--- src/rtl/conv8_psum_accum_if.sv ---
// Handshake/bus bundle between the PE-row psum stream, the accumulator stage and the feature-map writer.
// master drives the psum stream and consumer ready; slave is the accumulator stage.
interface conv8_psum_accum_if #(
    parameter int WIDTH = 8
);
    logic                 i_clear;
    logic [2*WIDTH-1:0]   i_bias;
    logic                 i_psum_valid;
    logic [2*WIDTH-1:0]   i_psum;
    logic                 i_ready;
    logic                 o_valid;
    logic [WIDTH-1:0]     o_data;
    logic                 o_last;
    logic                 o_busy;
    logic                 o_err;

    modport master (
        output i_clear, i_bias, i_psum_valid, i_psum, i_ready,
        input  o_valid, o_data, o_last, o_busy, o_err
    );

    modport slave (
        input  i_clear, i_bias, i_psum_valid, i_psum, i_ready,
        output o_valid, o_data, o_last, o_busy, o_err
    );
endinterface

--- src/rtl/conv8_psum_accum.sv ---
// Psum accumulator / requantizer for the 8-bit systolic conv row: bias + CH channel passes, shift, clamp, serial out.
// Define PSUM_RELU_EN for ReLU with unsigned saturation; otherwise signed saturation.
//
// state | meaning
// IDLE  | no tile open; psums are dropped and flagged
// ACC   | accumulating LANES psums per channel pass over CH passes
// REQ   | one cycle: shift and clamp all lanes into the output buffer
// OUT   | presenting out_buf[out_idx] to the consumer until the last lane
module conv8_psum_accum #(
    parameter int WIDTH = 8,
    parameter int LANES = 4,
    parameter int CH    = 3,
    parameter int SHIFT = 6,
    parameter int ACC_W = 2*WIDTH+4
) (
    input logic               clk,
    input logic               rstn,
    conv8_psum_accum_if.slave bus
);
    localparam int LW = (LANES > 1) ? $clog2(LANES) : 1;
    localparam int CW = (CH > 1) ? $clog2(CH) : 1;

    localparam logic signed [ACC_W-1:0] S_MAX = ACC_W'(2**(WIDTH-1) - 1);
    localparam logic signed [ACC_W-1:0] S_MIN = ACC_W'(-(2**(WIDTH-1)));
    localparam logic signed [ACC_W-1:0] U_MAX = ACC_W'(2**WIDTH - 1);

    typedef enum logic [1:0] {
        IDLE = 2'd0,
        ACC  = 2'd1,
        REQ  = 2'd2,
        OUT  = 2'd3
    } state_t;

    state_t state, state_nx;

    logic [LW-1:0]               lane_cnt;
    logic [LW-1:0]               out_idx;
    logic [CW-1:0]               ch_cnt;
    logic signed [2*WIDTH-1:0]   bias_reg;
    logic signed [ACC_W-1:0]     acc     [LANES];
    logic signed [ACC_W-1:0]     shifted [LANES];
    logic [WIDTH-1:0]            sat     [LANES];
    logic [WIDTH-1:0]            out_buf [LANES];

    logic lane_last, ch_last, out_last, psum_take, hs;

    assign lane_last = (lane_cnt == LW'(LANES-1));
    assign ch_last   = (ch_cnt == CW'(CH-1));
    assign out_last  = (out_idx == LW'(LANES-1));
    assign psum_take = bus.i_psum_valid && !bus.i_clear && (state == ACC);
    assign hs        = bus.o_valid && bus.i_ready && (state == OUT);

    always_ff @(posedge clk or negedge rstn) begin
        if (!rstn) state <= IDLE;
        else       state <= state_nx;
    end

    always_comb begin
        state_nx = state;
        if (bus.i_clear) begin
            state_nx = ACC;
        end else begin
            unique case (state)
                IDLE: state_nx = IDLE;
                ACC:  if (psum_take && lane_last && ch_last) state_nx = REQ;
                REQ:  state_nx = OUT;
                OUT:  if (hs && out_last) state_nx = IDLE;
                default: state_nx = IDLE;
            endcase
        end
    end

    // Floor shift then clamp; the lane-0 result also feeds o_data directly when leaving REQ.
    always_comb begin
        for (int l = 0; l < LANES; l++) begin
            shifted[l] = acc[l] >>> SHIFT;
            sat[l]     = shifted[l][WIDTH-1:0];
`ifdef PSUM_RELU_EN
            if (shifted[l] < 0)          sat[l] = '0;
            else if (shifted[l] > U_MAX) sat[l] = U_MAX[WIDTH-1:0];
`else
            if (shifted[l] > S_MAX)      sat[l] = S_MAX[WIDTH-1:0];
            else if (shifted[l] < S_MIN) sat[l] = S_MIN[WIDTH-1:0];
`endif
        end
    end

    always_ff @(posedge clk or negedge rstn) begin
        if (!rstn) begin
            lane_cnt     <= '0;
            ch_cnt       <= '0;
            out_idx      <= '0;
            bias_reg     <= '0;
            bus.o_valid  <= 1'b0;
            bus.o_data   <= '0;
            bus.o_last   <= 1'b0;
            bus.o_busy   <= 1'b0;
            bus.o_err    <= 1'b0;
            for (int l = 0; l < LANES; l++) begin
                acc[l]     <= '0;
                out_buf[l] <= '0;
            end
        end else begin
            bus.o_busy <= (state_nx != IDLE);
            if (bus.i_clear) begin
                bias_reg    <= $signed(bus.i_bias);
                lane_cnt    <= '0;
                ch_cnt      <= '0;
                bus.o_err   <= 1'b0;
                bus.o_valid <= 1'b0;
                bus.o_last  <= 1'b0;
            end else begin
                if (bus.i_psum_valid && (state != ACC)) bus.o_err <= 1'b1;
                unique case (state)
                    ACC: begin
                        if (psum_take) begin
                            acc[lane_cnt] <= ((ch_cnt == '0) ? ACC_W'(bias_reg) : acc[lane_cnt])
                                             + ACC_W'($signed(bus.i_psum));
                            if (lane_last) begin
                                lane_cnt <= '0;
                                ch_cnt   <= ch_last ? '0 : ch_cnt + CW'(1);
                            end else begin
                                lane_cnt <= lane_cnt + LW'(1);
                            end
                        end
                    end
                    REQ: begin
                        for (int l = 0; l < LANES; l++) out_buf[l] <= sat[l];
                        out_idx     <= '0;
                        bus.o_valid <= 1'b1;
                        bus.o_data  <= sat[0];
                        bus.o_last  <= (LANES == 1);
                    end
                    OUT: begin
                        if (hs) begin
                            if (out_last) begin
                                bus.o_valid <= 1'b0;
                                bus.o_last  <= 1'b0;
                            end else begin
                                out_idx    <= out_idx + LW'(1);
                                bus.o_data <= out_buf[out_idx + LW'(1)];
                                bus.o_last <= ((out_idx + LW'(1)) == LW'(LANES-1));
                            end
                        end
                    end
                    default: ;
                endcase
            end
        end
    end
endmodule
--- src/flat_wrapper.sv ---
// flat-port wrapper written by rule: the top's interface ports become plain ports
module conv8_psum_accum_flat 
#(
    parameter int WIDTH = 8,
    parameter int LANES = 4,
    parameter int CH    = 3,
    parameter int SHIFT = 6,
    parameter int ACC_W = 2*WIDTH+4
)
  (clk, rstn, bus_i_clear, bus_i_bias, bus_i_psum_valid, bus_i_psum, bus_i_ready, bus_o_valid, bus_o_data, bus_o_last, bus_o_busy, bus_o_err);
  conv8_psum_accum_if #(.WIDTH(WIDTH)) bus_i ();
  input logic clk;
  input logic rstn;
  input wire logic [$bits(bus_i.i_clear)-1:0] bus_i_clear;
  input wire logic [$bits(bus_i.i_bias)-1:0] bus_i_bias;
  input wire logic [$bits(bus_i.i_psum_valid)-1:0] bus_i_psum_valid;
  input wire logic [$bits(bus_i.i_psum)-1:0] bus_i_psum;
  input wire logic [$bits(bus_i.i_ready)-1:0] bus_i_ready;
  output wire logic [$bits(bus_i.o_valid)-1:0] bus_o_valid;
  output wire logic [$bits(bus_i.o_data)-1:0] bus_o_data;
  output wire logic [$bits(bus_i.o_last)-1:0] bus_o_last;
  output wire logic [$bits(bus_i.o_busy)-1:0] bus_o_busy;
  output wire logic [$bits(bus_i.o_err)-1:0] bus_o_err;
  assign bus_i.i_clear = bus_i_clear;
  assign bus_i.i_bias = bus_i_bias;
  assign bus_i.i_psum_valid = bus_i_psum_valid;
  assign bus_i.i_psum = bus_i_psum;
  assign bus_i.i_ready = bus_i_ready;
  assign bus_o_valid = bus_i.o_valid;
  assign bus_o_data = bus_i.o_data;
  assign bus_o_last = bus_i.o_last;
  assign bus_o_busy = bus_i.o_busy;
  assign bus_o_err = bus_i.o_err;
  conv8_psum_accum #(.WIDTH(WIDTH), .LANES(LANES), .CH(CH), .SHIFT(SHIFT), .ACC_W(ACC_W)) u_core (.clk(clk), .rstn(rstn), .bus(bus_i));
endmodule
--- config.mk ---
export PLATFORM = sky130hd
export DESIGN_NAME = conv8_psum_accum_flat
export DESIGN_NICKNAME = d
export VERILOG_FILES = /design/src/rtl/conv8_psum_accum_if.sv /design/src/rtl/conv8_psum_accum.sv /design/src/flat_wrapper.sv
export SDC_FILE = /design/constraint.sdc
export NUM_CORES = 1
export LEC_CHECK = 0
export ABC_AREA = 0
export BUFFER_PORTS_ARGS = -buffer_cell sky130_fd_sc_hd__buf_2
export CORE_ASPECT_RATIO = 0.75
export CORE_MARGIN = 2
export CORE_UTILIZATION = 30
export DETAILED_ROUTE_END_ITERATION = 16
export GPL_TIMING_DRIVEN = 0
export SLEW_MARGIN = 20
export SYNTH_ARGS = -nofsm -noshare
export SYNTH_HDL_FRONTEND = slang
export SYNTH_SLANG_ARGS = --single-unit
export TNS_END_PERCENT = 5
--- constraint.sdc ---
create_clock -name clk -period 3.4 [get_ports clk]
set_input_delay 0.68 -clock clk [delete_from_list [all_inputs] [get_ports clk]]
set_output_delay 0.68 -clock clk [all_outputs]
set_load 0.05 [all_outputs]
==> results of run 1 <==
[cell type report]
cell class,instances,area [um^2],area share
multi-input cells,630,4420,0.448
flip-flops and latches,148,3700,0.376
clock buffers,20,457,0.0463
well taps,351,439,0.0446
repair buffers,58,348,0.0353
plain buffers,47,260,0.0264
clock inverters,11,198,0.0201
inverters,8,30.0,0.00305
[path summary, 6_finish.rpt]
check / start / endpoint / slack, ps / cells after the start
max: u_core.lane_cnt[0]$_DFFE_PN0P_ / u_core.acc[18]$_DFFE_PN0P_ / -20 / 12
min: rstn / u_core.acc[22]$_DFFE_PN0P_ / 190 / 1
max reg2reg: u_core.lane_cnt[0]$_DFFE_PN0P_ / u_core.acc[18]$_DFFE_PN0P_ / -20 / 12
min reg2reg: u_core.out_buf[14]$_DFFE_PN0P_ / u_core.out_buf[14]$_DFFE_PN0P_ / 480 / 2
max in group asynchronous: rstn / u_core.bias_reg[7]$_DFFE_PN0P_ / 2410 / 2
min in group clk: bus_i_bias[5] / u_core.bias_reg[5]$_DFFE_PN0P_ / 480 / 2
[worst max-delay path, stage by stage (launching register included)]
cell,delay (ps)
dfrtp_2,460
buf_4,150
mux4_2,480
mux2_2,290
ha_4,180
inv_1,70
fa_2,210
nor2b_1,70
o211a_1,240
o31a_1,360
o31a_1,320
buf_6,160
a311o_1,310
[cells in the final DEF, fill, tap and decap left out, types with 4 or more instances in the layout]
| cell | n |
|---|---|
| clkbuf_1 | 22 |
| a221oi_1 | 4 |
| a211o_1 | 4 |
| nor3_1 | 4 |
| nand4_1 | 11 |
| clkbuf_16 | 17 |
| nand3_1 | 13 |
| nor4_1 | 4 |
| nand2_1 | 189 |
| bufinv_16 | 5 |
| buf_4 | 15 |
| nor2b_1 | 5 |
| o31ai_1 | 7 |
| mux2i_1 | 9 |
| and2_1 | 7 |
| o311ai_0 | 4 |
| ha_1 | 20 |
| nand3b_1 | 5 |
| mux2_2 | 46 |
| mux4_2 | 28 |
| nor2_1 | 70 |
| nand2b_1 | 4 |
| o21ai_1 | 5 |
| a21oi_1 | 36 |
| a21o_1 | 6 |
| a311o_1 | 4 |
| dfrtp_1 | 147 |
| or2_2 | 4 |
| inv_1 | 8 |
| xnor2_1 | 8 |
| and4_1 | 5 |
| buf_2 | 58 |
| o21ai_0 | 78 |
[per-layer routing]
layer  wire length, um  up-vias  GRT usage  part of all wire
met4               329        0     0.0427             0.013
li1                  -     3118          -                 -
met3              2140       21     0.0441             0.087
met1             11700     3372      0.266              0.48
met5                 0        -          0                 0
met2             10400      275      0.252              0.42
[what timing repair did]
action	CTS	global route
pin swaps	6	3
gates cloned	0	0
resized for setup	25	25
setup endpoints to repair	64	44
buffers inserted	7	3
[through the flow]
stage / area (um^2) / instances / hold slack (ps) / setup TNS, ps / utilization
2_1_floorplan: 8190 / 836 / 384 / 0 / -
3_3_place_gp: 8860 / 1234 / 454 / -132830 / 0.329
3_5_place_dp: 8900 / 1235 / 462 / -38410 / 0.330
4_1_cts: 9730 / 1273 / 200 / 0 / 0.361
5_1_grt: 9860 / 1273 / 216 / -1890 / 0.366
6_report: 9860 / 1273 / 194 / -75.1 / 0.366
[power by group]
group	internal (mW)	switching, mW
Combinational	0.835	1.05
Sequential	2.20	0.409
Clock	1.35	0.791
[cells by family (layout without fill, tap and decap cells)]
kind of cell             count (synthesis)  count (layout)  share of synthesized area
XOR/XNOR                                15              15                     0.0170
AND/OR/NAND/NOR                        330             330                      0.173
multiplexers                            84              84                      0.153
adder cells (fa/ha/maj)                 26              26                     0.0406
flip-flops                             148             148                      0.452
buffers and inverters                   58             144                     0.0313
AO/OA/AOI/OAI                          175             175                      0.133
==> results.sh, run 1 <==
export IMPL_n_antenna_cell=0
export IMPL_dp_hpwl_um=17700
export IMPL_ant_nets=0
export IMPL_grt_max_degree=91
export IMPL_avgSynthCellArea_um2=9.79
export IMPL_cts_root_buf="clkbuf_16"
export IMPL_cts_made_buffers=17
export IMPL_dieArea_mm2=0.0286
export IMPL_worstPathArrival_ps=3730
export IMPL_fill_cells=2736
export IMPL_die_x_um=195
export IMPL_max_cap_viol_count=0
export IMPL_port_buffers=47
export IMPL_finalSetupViolations=6
export IMPL_antenna_found_initial=0
export IMPL_skew_ps=9.93
export IMPL_fmax_ghz=0.292
export IMPL_synthTopCellsByArea="dfrtp_1 (45%), nand2_1 (8.7%), mux4_2 (7.7%)"
export IMPL_place_ws_ps=-1020
export IMPL_layout_drive_gt1_share=0.239
export IMPL_grt_pass1_vias=6601
export IMPL_ys_warn_count=0
export IMPL_dr_total_vias=6786
export IMPL_finalWorstSetupSlack_ps=-23.0
export IMPL_routedWlPerCell_um=19.3
export IMPL_hold_violations=0
export IMPL_netlist_area_mm2=0.00819
export IMPL_status="finished, violations left"
export IMPL_async_flop_share=1.00
export IMPL_yosys_cell_types_count=60
export IMPL_cp_end_kind="flip-flop"
export IMPL_routed_wl_um=24600
export IMPL_drtIter0Drc=636
export IMPL_via_per_inst=5.33
export IMPL_worst_pin_slew_ps=1080
export IMPL_crit_fanout=9
export IMPL_p_per_area_mw_per_mm2=672
export IMPL_drc=0
export IMPL_synthTopCellsByCount="nand2_1 (190), dfrtp_1 (148), o21ai_0 (79), nor2_1 (70), mux2_2 (46)"
export IMPL_start_kind="flip-flop"
export IMPL_gp_routability_congestion=0.880
export IMPL_rows=52
export IMPL_violations="negative setup slack"
export IMPL_clock_sinks=148
export IMPL_h_tree_depth=4
export IMPL_clockBufferDepth=2
export IMPL_initial_core_util=0.304
export IMPL_synth_most_common_cell="nand2_1"
export IMPL_core_mm2=0.0269
export IMPL_synthCells=836
export IMPL_yosysSeqAreaShare=0.452
export IMPL_track_usage=0.176
export IMPL_grt_pass1_wl_um=38600
export IMPL_synth_seq_cells=148
export IMPL_power_mw=6.63
export IMPL_hp_class="primary input to asynchronous set/reset pin"
export IMPL_rsz0062_at_grt="true"
export IMPL_synth_area_leader_cell="dfrtp_1"
export IMPL_cts_tree="yes"
export IMPL_max_slew_margin=0.271
export IMPL_clk_pin_slew_worst_paths_ps=60
export IMPL_required_ps=3710
export IMPL_period_minus_slack_ps=3420
export IMPL_synth_enable_flop_cells=0
export IMPL_synth_top_area_share=0.452
export IMPL_syn_nets=899
export IMPL_cts_hold_buf=0
export IMPL_path_class="flip-flop to flip-flop"
export IMPL_dr_pass1_iters=6
export IMPL_die_h_um=147
export IMPL_timing_final_crit_share=1.01
export IMPL_synth_flop_cell="dfrtp_1"
export IMPL_area_delta_synth_final_pct=20.4
export IMPL_largest_reg_flops=80
export IMPL_drv_slew=0
export IMPL_leakagePower_nw=4.40
export IMPL_ios=49
export IMPL_clkLatencyLatePin_ps=430
export IMPL_nNetsFinal=973
export IMPL_grt_ovfl_total=0
export IMPL_ir_worst_vdd_mv=0.356
Power figures use the tool's default switching activity.
==> inputs of run 2 (changes only) <==
Clock period 3.4 ns to 3.25 ns, I/O delays scaled along.
==> results.sh, run 2 (synthesis results as in run 1) <==
export IMPL_status="finished, violations left"
export IMPL_violations="negative setup slack"
export IMPL_r2r_start="u_core.lane_cnt[0]$_DFFE_PN0P_"
export IMPL_ir_worst_vdd_mv=0.312
export IMPL_fmax_ghz=0.296
export IMPL_clkPwrFrac=0.296
export IMPL_core_mm2=0.0269
export IMPL_grt_pass1_wl_um=38900
export IMPL_nNetsFinal=990
export IMPL_rsz0062_at_grt="true"
export IMPL_dr_total_vias=7001
export IMPL_p_int_mw=4.46
export IMPL_worst_path_buf_inv=4
export IMPL_path_delay_family="multiplexers"
export IMPL_fill_cells=2683
export IMPL_required_ps=3560
export IMPL_mostFrequentLayoutCell="nand2_1"
export IMPL_ios=49
export IMPL_hp_class="primary input to asynchronous set/reset pin"
export IMPL_worst_pin_slew_ps=1010
export IMPL_area_delta_synth_final_pct=24.1
export IMPL_max_cap_viol_count=0
export IMPL_cp_end_kind="flip-flop"
export IMPL_track_usage=0.180
export IMPL_grt_pass1_vias=6664
export IMPL_r2r_slack_ps=-130
export IMPL_max_slew_margin=0.322
export IMPL_via_per_inst=5.42
export IMPL_path_cells="buf_12 > buf_4 > mux4_2 > mux2_2 > ha_1 > buf_6 > nand2_1 > nor3_2 > o31a_1 > o31a_1 > buf_6 > nor2_1 > a311o_1"
export IMPL_dieArea_mm2=0.0286
export IMPL_crit_path_top_delay_cell="dfrtp_2"
export IMPL_worstSetupEndpoint="u_core.acc[38]$_DFFE_PN0P_"
export IMPL_dp_hpwl_um=17800
export IMPL_max_stage_delay_ps=510
export IMPL_n_antenna_cell=0
export IMPL_timing_final_crit_share=1.04
export IMPL_initial_core_util=0.304
export IMPL_worstSetupPathDepth=13
export IMPL_skew_ps=12.1
export IMPL_routedWlPerCell_um=19.8
export IMPL_final_cell_mix="nand2_1 (188), dfrtp_1 (147), o21ai_0 (70), nor2_1 (67), buf_2 (54)"
export IMPL_antenna_found_initial=0
export IMPL_grt_max_degree=78
export IMPL_leakagePower_nw=4.51
export IMPL_start_kind="flip-flop"
export IMPL_port_buffers=47
export IMPL_drv_slew=0
export IMPL_cts_made_buffers=17
export IMPL_die_h_um=147
export IMPL_ant_nets=0
export IMPL_crit_fanout=8
export IMPL_rows=52
export IMPL_place_ws_ps=-1030
export IMPL_hold_violations=0
export IMPL_clkLatencyLatePin_ps=440
export IMPL_h_tree_depth=4
export IMPL_sw_frac_of_total=0.356
export IMPL_cts_root_buf="clkbuf_16"
export IMPL_routed_wl_um=25600
export IMPL_path_class="flip-flop to flip-flop"
export IMPL_switching_power_mw=2.46
export IMPL_reg2reg_depth=13
export IMPL_p_seq_frac=0.396
export IMPL_die_x_um=195
export IMPL_reg2reg_to="u_core.acc[38]$_DFFE_PN0P_"
export IMPL_finalWorstSetupSlack_ps=-131
export IMPL_clk_pin_slew_worst_paths_ps=60
export IMPL_layout_drive_gt1_share=0.273
export IMPL_gp_routability_congestion=0.902
export IMPL_p_per_area_mw_per_mm2=681
export IMPL_p_comb_frac=0.308
export IMPL_drtIter0Drc=721
export IMPL_dr_pass1_iters=5
export IMPL_worstPathArrival_ps=3700
export IMPL_clockBufferDepth=2
export IMPL_grt_ovfl_total=0
export IMPL_period_minus_slack_ps=3380
export IMPL_largest_reg_flops=80
export IMPL_tns_ps=-2060
export IMPL_cts_tree="yes"
export IMPL_drc=0
export IMPL_clock_sinks=148
export IMPL_cts_hold_buf=0
export IMPL_crit_start="u_core.lane_cnt[0]$_DFFE_PN0P_"
export IMPL_finalSetupViolations=30
==> run 2: final cells by class <==
type | instances | area [um^2] | area share
multi-input cells | 630 | 4610 | 0.453
flip-flops and latches | 148 | 3700 | 0.365
repair buffers | 73 | 473 | 0.0465
clock buffers | 20 | 457 | 0.0449
well taps | 351 | 439 | 0.0432
plain buffers | 49 | 304 | 0.0299
clock inverters | 12 | 146 | 0.0144
inverters | 8 | 30.0 | 0.00295
==> run 2: power groups by stage <==
stage	Combinational, mW	Clock, mW	Sequential [mW]
after global placement	1.78	0	2.73
final	2.13	2.05	2.74
after CTS	1.99	2.06	2.72
after global routing	2.33	2.15	2.80
after detailed placement	1.83	0	2.75
after floorplan	1.33	0	2.58
==> run 2: through the flow <==
stage	hold slack (ps)	std cells	power (mW)	utilization	area (um^2)
floorplan	354	836	3.91	-	8190
detailed placement	462	1235	4.57	0.331	8900
finish	161	1291	6.92	0.377	10200
global placement	453	1234	4.52	0.329	8860
global route	214	1291	7.28	0.377	10200
CTS	204	1281	6.78	0.368	9920
==> run 2: worst min path at each step <==
stage / startpoint / cells past startpoint / to
after floorplan: rstn / 0 / u_core.acc[0]$_DFFE_PN0P_
after global placement: u_core.acc[44]$_DFFE_PN0P_ / 2 / u_core.acc[44]$_DFFE_PN0P_
after detailed placement: u_core.acc[23]$_DFFE_PN0P_ / 2 / u_core.acc[23]$_DFFE_PN0P_
after CTS: rstn / 1 / u_core.acc[1]$_DFFE_PN0P_
after global routing: rstn / 1 / u_core.acc[65]$_DFFE_PN0P_
final: rstn / 1 / u_core.acc[1]$_DFFE_PN0P_
==> run 2: routing by layer <==
layer	vias to the layer above	part of all wire	global-route usage
li1	3151	-	-
met1	3501	0.47	0.266
met2	288	0.43	0.258
met3	61	0.071	0.0406
met4	0	0.025	0.0622
met5	-	0	0
==> run 2: timing repair <==
item                                    in CTS  in global routing
pin swaps                                   12                 21
gates resized for setup                     61                 44
endpoints found under the setup margin      64                 51
buffers inserted                            13                 11
cloned                                       1                  1
==> inputs of run 3 (changes only) <==
Settings changed: CORE_UTILIZATION 30 to 61, PLACE_DENSITY set to 0.8.
==> results.sh, run 3 (synthesis results as in run 1) <==
export IMPL_dr_total_vias=7283
export IMPL_largest_reg_flops=80
export IMPL_worst_pin_slew_ps=982
export IMPL_finalSetupViolations=31
export IMPL_grt_use_met3=0.118
export IMPL_skew_ps=15.4
export IMPL_initial_core_util=0.627
export IMPL_crit_fanout=6
export IMPL_final_core_util=0.760
export IMPL_ant_nets=0
export IMPL_finalWorstSetupSlack_ps=-185
export IMPL_core_mm2=0.0131
export IMPL_h_tree_depth=4
export IMPL_die_h_um=104
export IMPL_clk_pin_slew_worst_paths_ps=70
export IMPL_rsz0062_at_grt="true"
export IMPL_drv_slew=0
export IMPL_antenna_found_initial=0
export IMPL_hold_violations=0
export IMPL_n_antenna_cell=0
export IMPL_clock_sinks=148
export IMPL_cts_made_buffers=17
export IMPL_rows=36
export IMPL_start_kind="flip-flop"
export IMPL_max_cap_viol_count=0
export IMPL_drc=0
export IMPL_cp_end_kind="flip-flop"
export IMPL_leakagePower_nw=4.49
export IMPL_hp_class="primary input to asynchronous set/reset pin"
export IMPL_mostFrequentLayoutCell="nand2_1"
export IMPL_crit_start="u_core.lane_cnt[0]$_DFFE_PN0P_"
export IMPL_path_class="flip-flop to flip-flop"
export IMPL_gp_routability_congestion=1.00
export IMPL_p_per_area_mw_per_mm2=708
export IMPL_ir_worst_vdd_mv=0.628
export IMPL_busiest_layer="met1"
export IMPL_met2_usage=0.483
export IMPL_clkLatencyLatePin_ps=450
export IMPL_hold_ws_ps=140
export IMPL_reg2reg_to="u_core.acc[78]$_DFFE_PN0P_"
export IMPL_routedWlPerCell_um=22.4
export IMPL_period_minus_slack_ps=3440
export IMPL_drtIter0Drc=910
export IMPL_r2r_slack_ps=-190
export IMPL_die_x_um=138
export IMPL_port_buffers=47
export IMPL_layout_drive_gt1_share=0.269
export IMPL_grt_pass1_vias=6856
export IMPL_final_cell_mix="nand2_1 (188), dfrtp_1 (147), o21ai_0 (74), nor2_1 (67), buf_2 (55)"
export IMPL_area_delta_synth_final_pct=21.3
export IMPL_cts_hold_buf=0
export IMPL_dr_pass1_iters=5
export IMPL_fmax_ghz=0.291
export IMPL_track_usage=0.349
export IMPL_violations="negative setup slack"
export IMPL_worstPathArrival_ps=3750
export IMPL_required_ps=3570
export IMPL_ios=49
export IMPL_clockBufferDepth=2
export IMPL_nNetsFinal=981
export IMPL_cts_root_buf="clkbuf_16"
export IMPL_grt_ovfl_total=0
export IMPL_grt_max_degree=90
export IMPL_worstSetupEndpoint="u_core.acc[78]$_DFFE_PN0P_"
export IMPL_dp_hpwl_um=15600
export IMPL_status="finished, violations left"
export IMPL_dieArea_mm2=0.0144
export IMPL_r2r_start="u_core.lane_cnt[0]$_DFFE_PN0P_"
export IMPL_via_per_inst=6.61
export IMPL_reg2reg_depth=13
export IMPL_grt_util_met1=0.503
export IMPL_grt_pass1_wl_um=37000
export IMPL_cts_tree="yes"
export IMPL_routed_wl_um=24600
export IMPL_timing_final_crit_share=1.06
export IMPL_max_slew_margin=0.339
==> run 3: repair_timing <==
action | CTS | global route
resized for setup | 55 | 49
hold endpoints to repair | 0 | 0
setup endpoints to repair | 64 | 56
pin swaps | 11 | 17
cloned | 1 | 0
buffers inserted | 14 | 2
==> run 3: power breakdown <==
group	leakage [nW]	total [mW]	internal, mW	switching, mW
registers	1.90	2.74	2.30	0.437
logic	2.29	2.14	0.956	1.18
clock network	0.303	2.16	1.30	0.859
total	4.49	7.03	4.56	2.48
==> run 3: layout make-up <==
class | count | area (um^2)
inverters | 8 | 30.0
flip-flops and latches | 148 | 3700
plain buffers | 48 | 294
clock inverters | 13 | 194
well taps | 171 | 214
repair buffers | 65 | 430
clock buffers | 19 | 433
multi-input cells | 630 | 4630
fillers | 840 | 3130
==> run 3: through the flow <==
step	setup TNS [ps]	cells	worst slack, ps	area, um^2	power, mW
4_1_cts	-284	1100	-64.3	9660	6.78
3_3_place_gp	-124510	1054	-820	8640	4.44
2_1_floorplan	0	836	17.1	8190	3.91
3_5_place_dp	-36490	1055	-879	8680	4.51
6_report	-2280	1102	-185	9930	7.03
5_1_grt	-6800	1102	-226	9930	7.33
==> run 3: worst max-delay path, cell delays in order (launching register included) <==
cell and delay (ps):
dfrtp_2 490, buf_12 180, buf_12 140, buf_4 110, mux4_2 510, mux2_4 300, ha_4 320, nor2_2 50
nor3_2 180, o31a_1 250, o31a_1 210, buf_6 160, nor2_1 60, a311o_1 330
==> run 3: worst min path at each step <==
stage | startpoint | to | depth (start not counted)
floorplan | rstn | u_core.acc[0]$_DFFE_PN0P_ | 0
global placement | u_core.acc[60]$_DFFE_PN0P_ | u_core.acc[60]$_DFFE_PN0P_ | 2
detailed placement | u_core.out_buf[7]$_DFFE_PN0P_ | u_core.out_buf[7]$_DFFE_PN0P_ | 2
CTS | rstn | u_core.acc[61]$_DFFE_PN0P_ | 1
global route | rstn | u_core.acc[61]$_DFFE_PN0P_ | 1
finish | rstn | u_core.acc[25]$_DFFE_PN0P_ | 1
==> run 3: per-layer routing <==
layer / vias to the layer above / part of all wire
met1: 3593 / 0.41
met5: - / 0
li1: 3125 / -
met4: 0 / 0.041
met2: 458 / 0.45
met3: 107 / 0.11
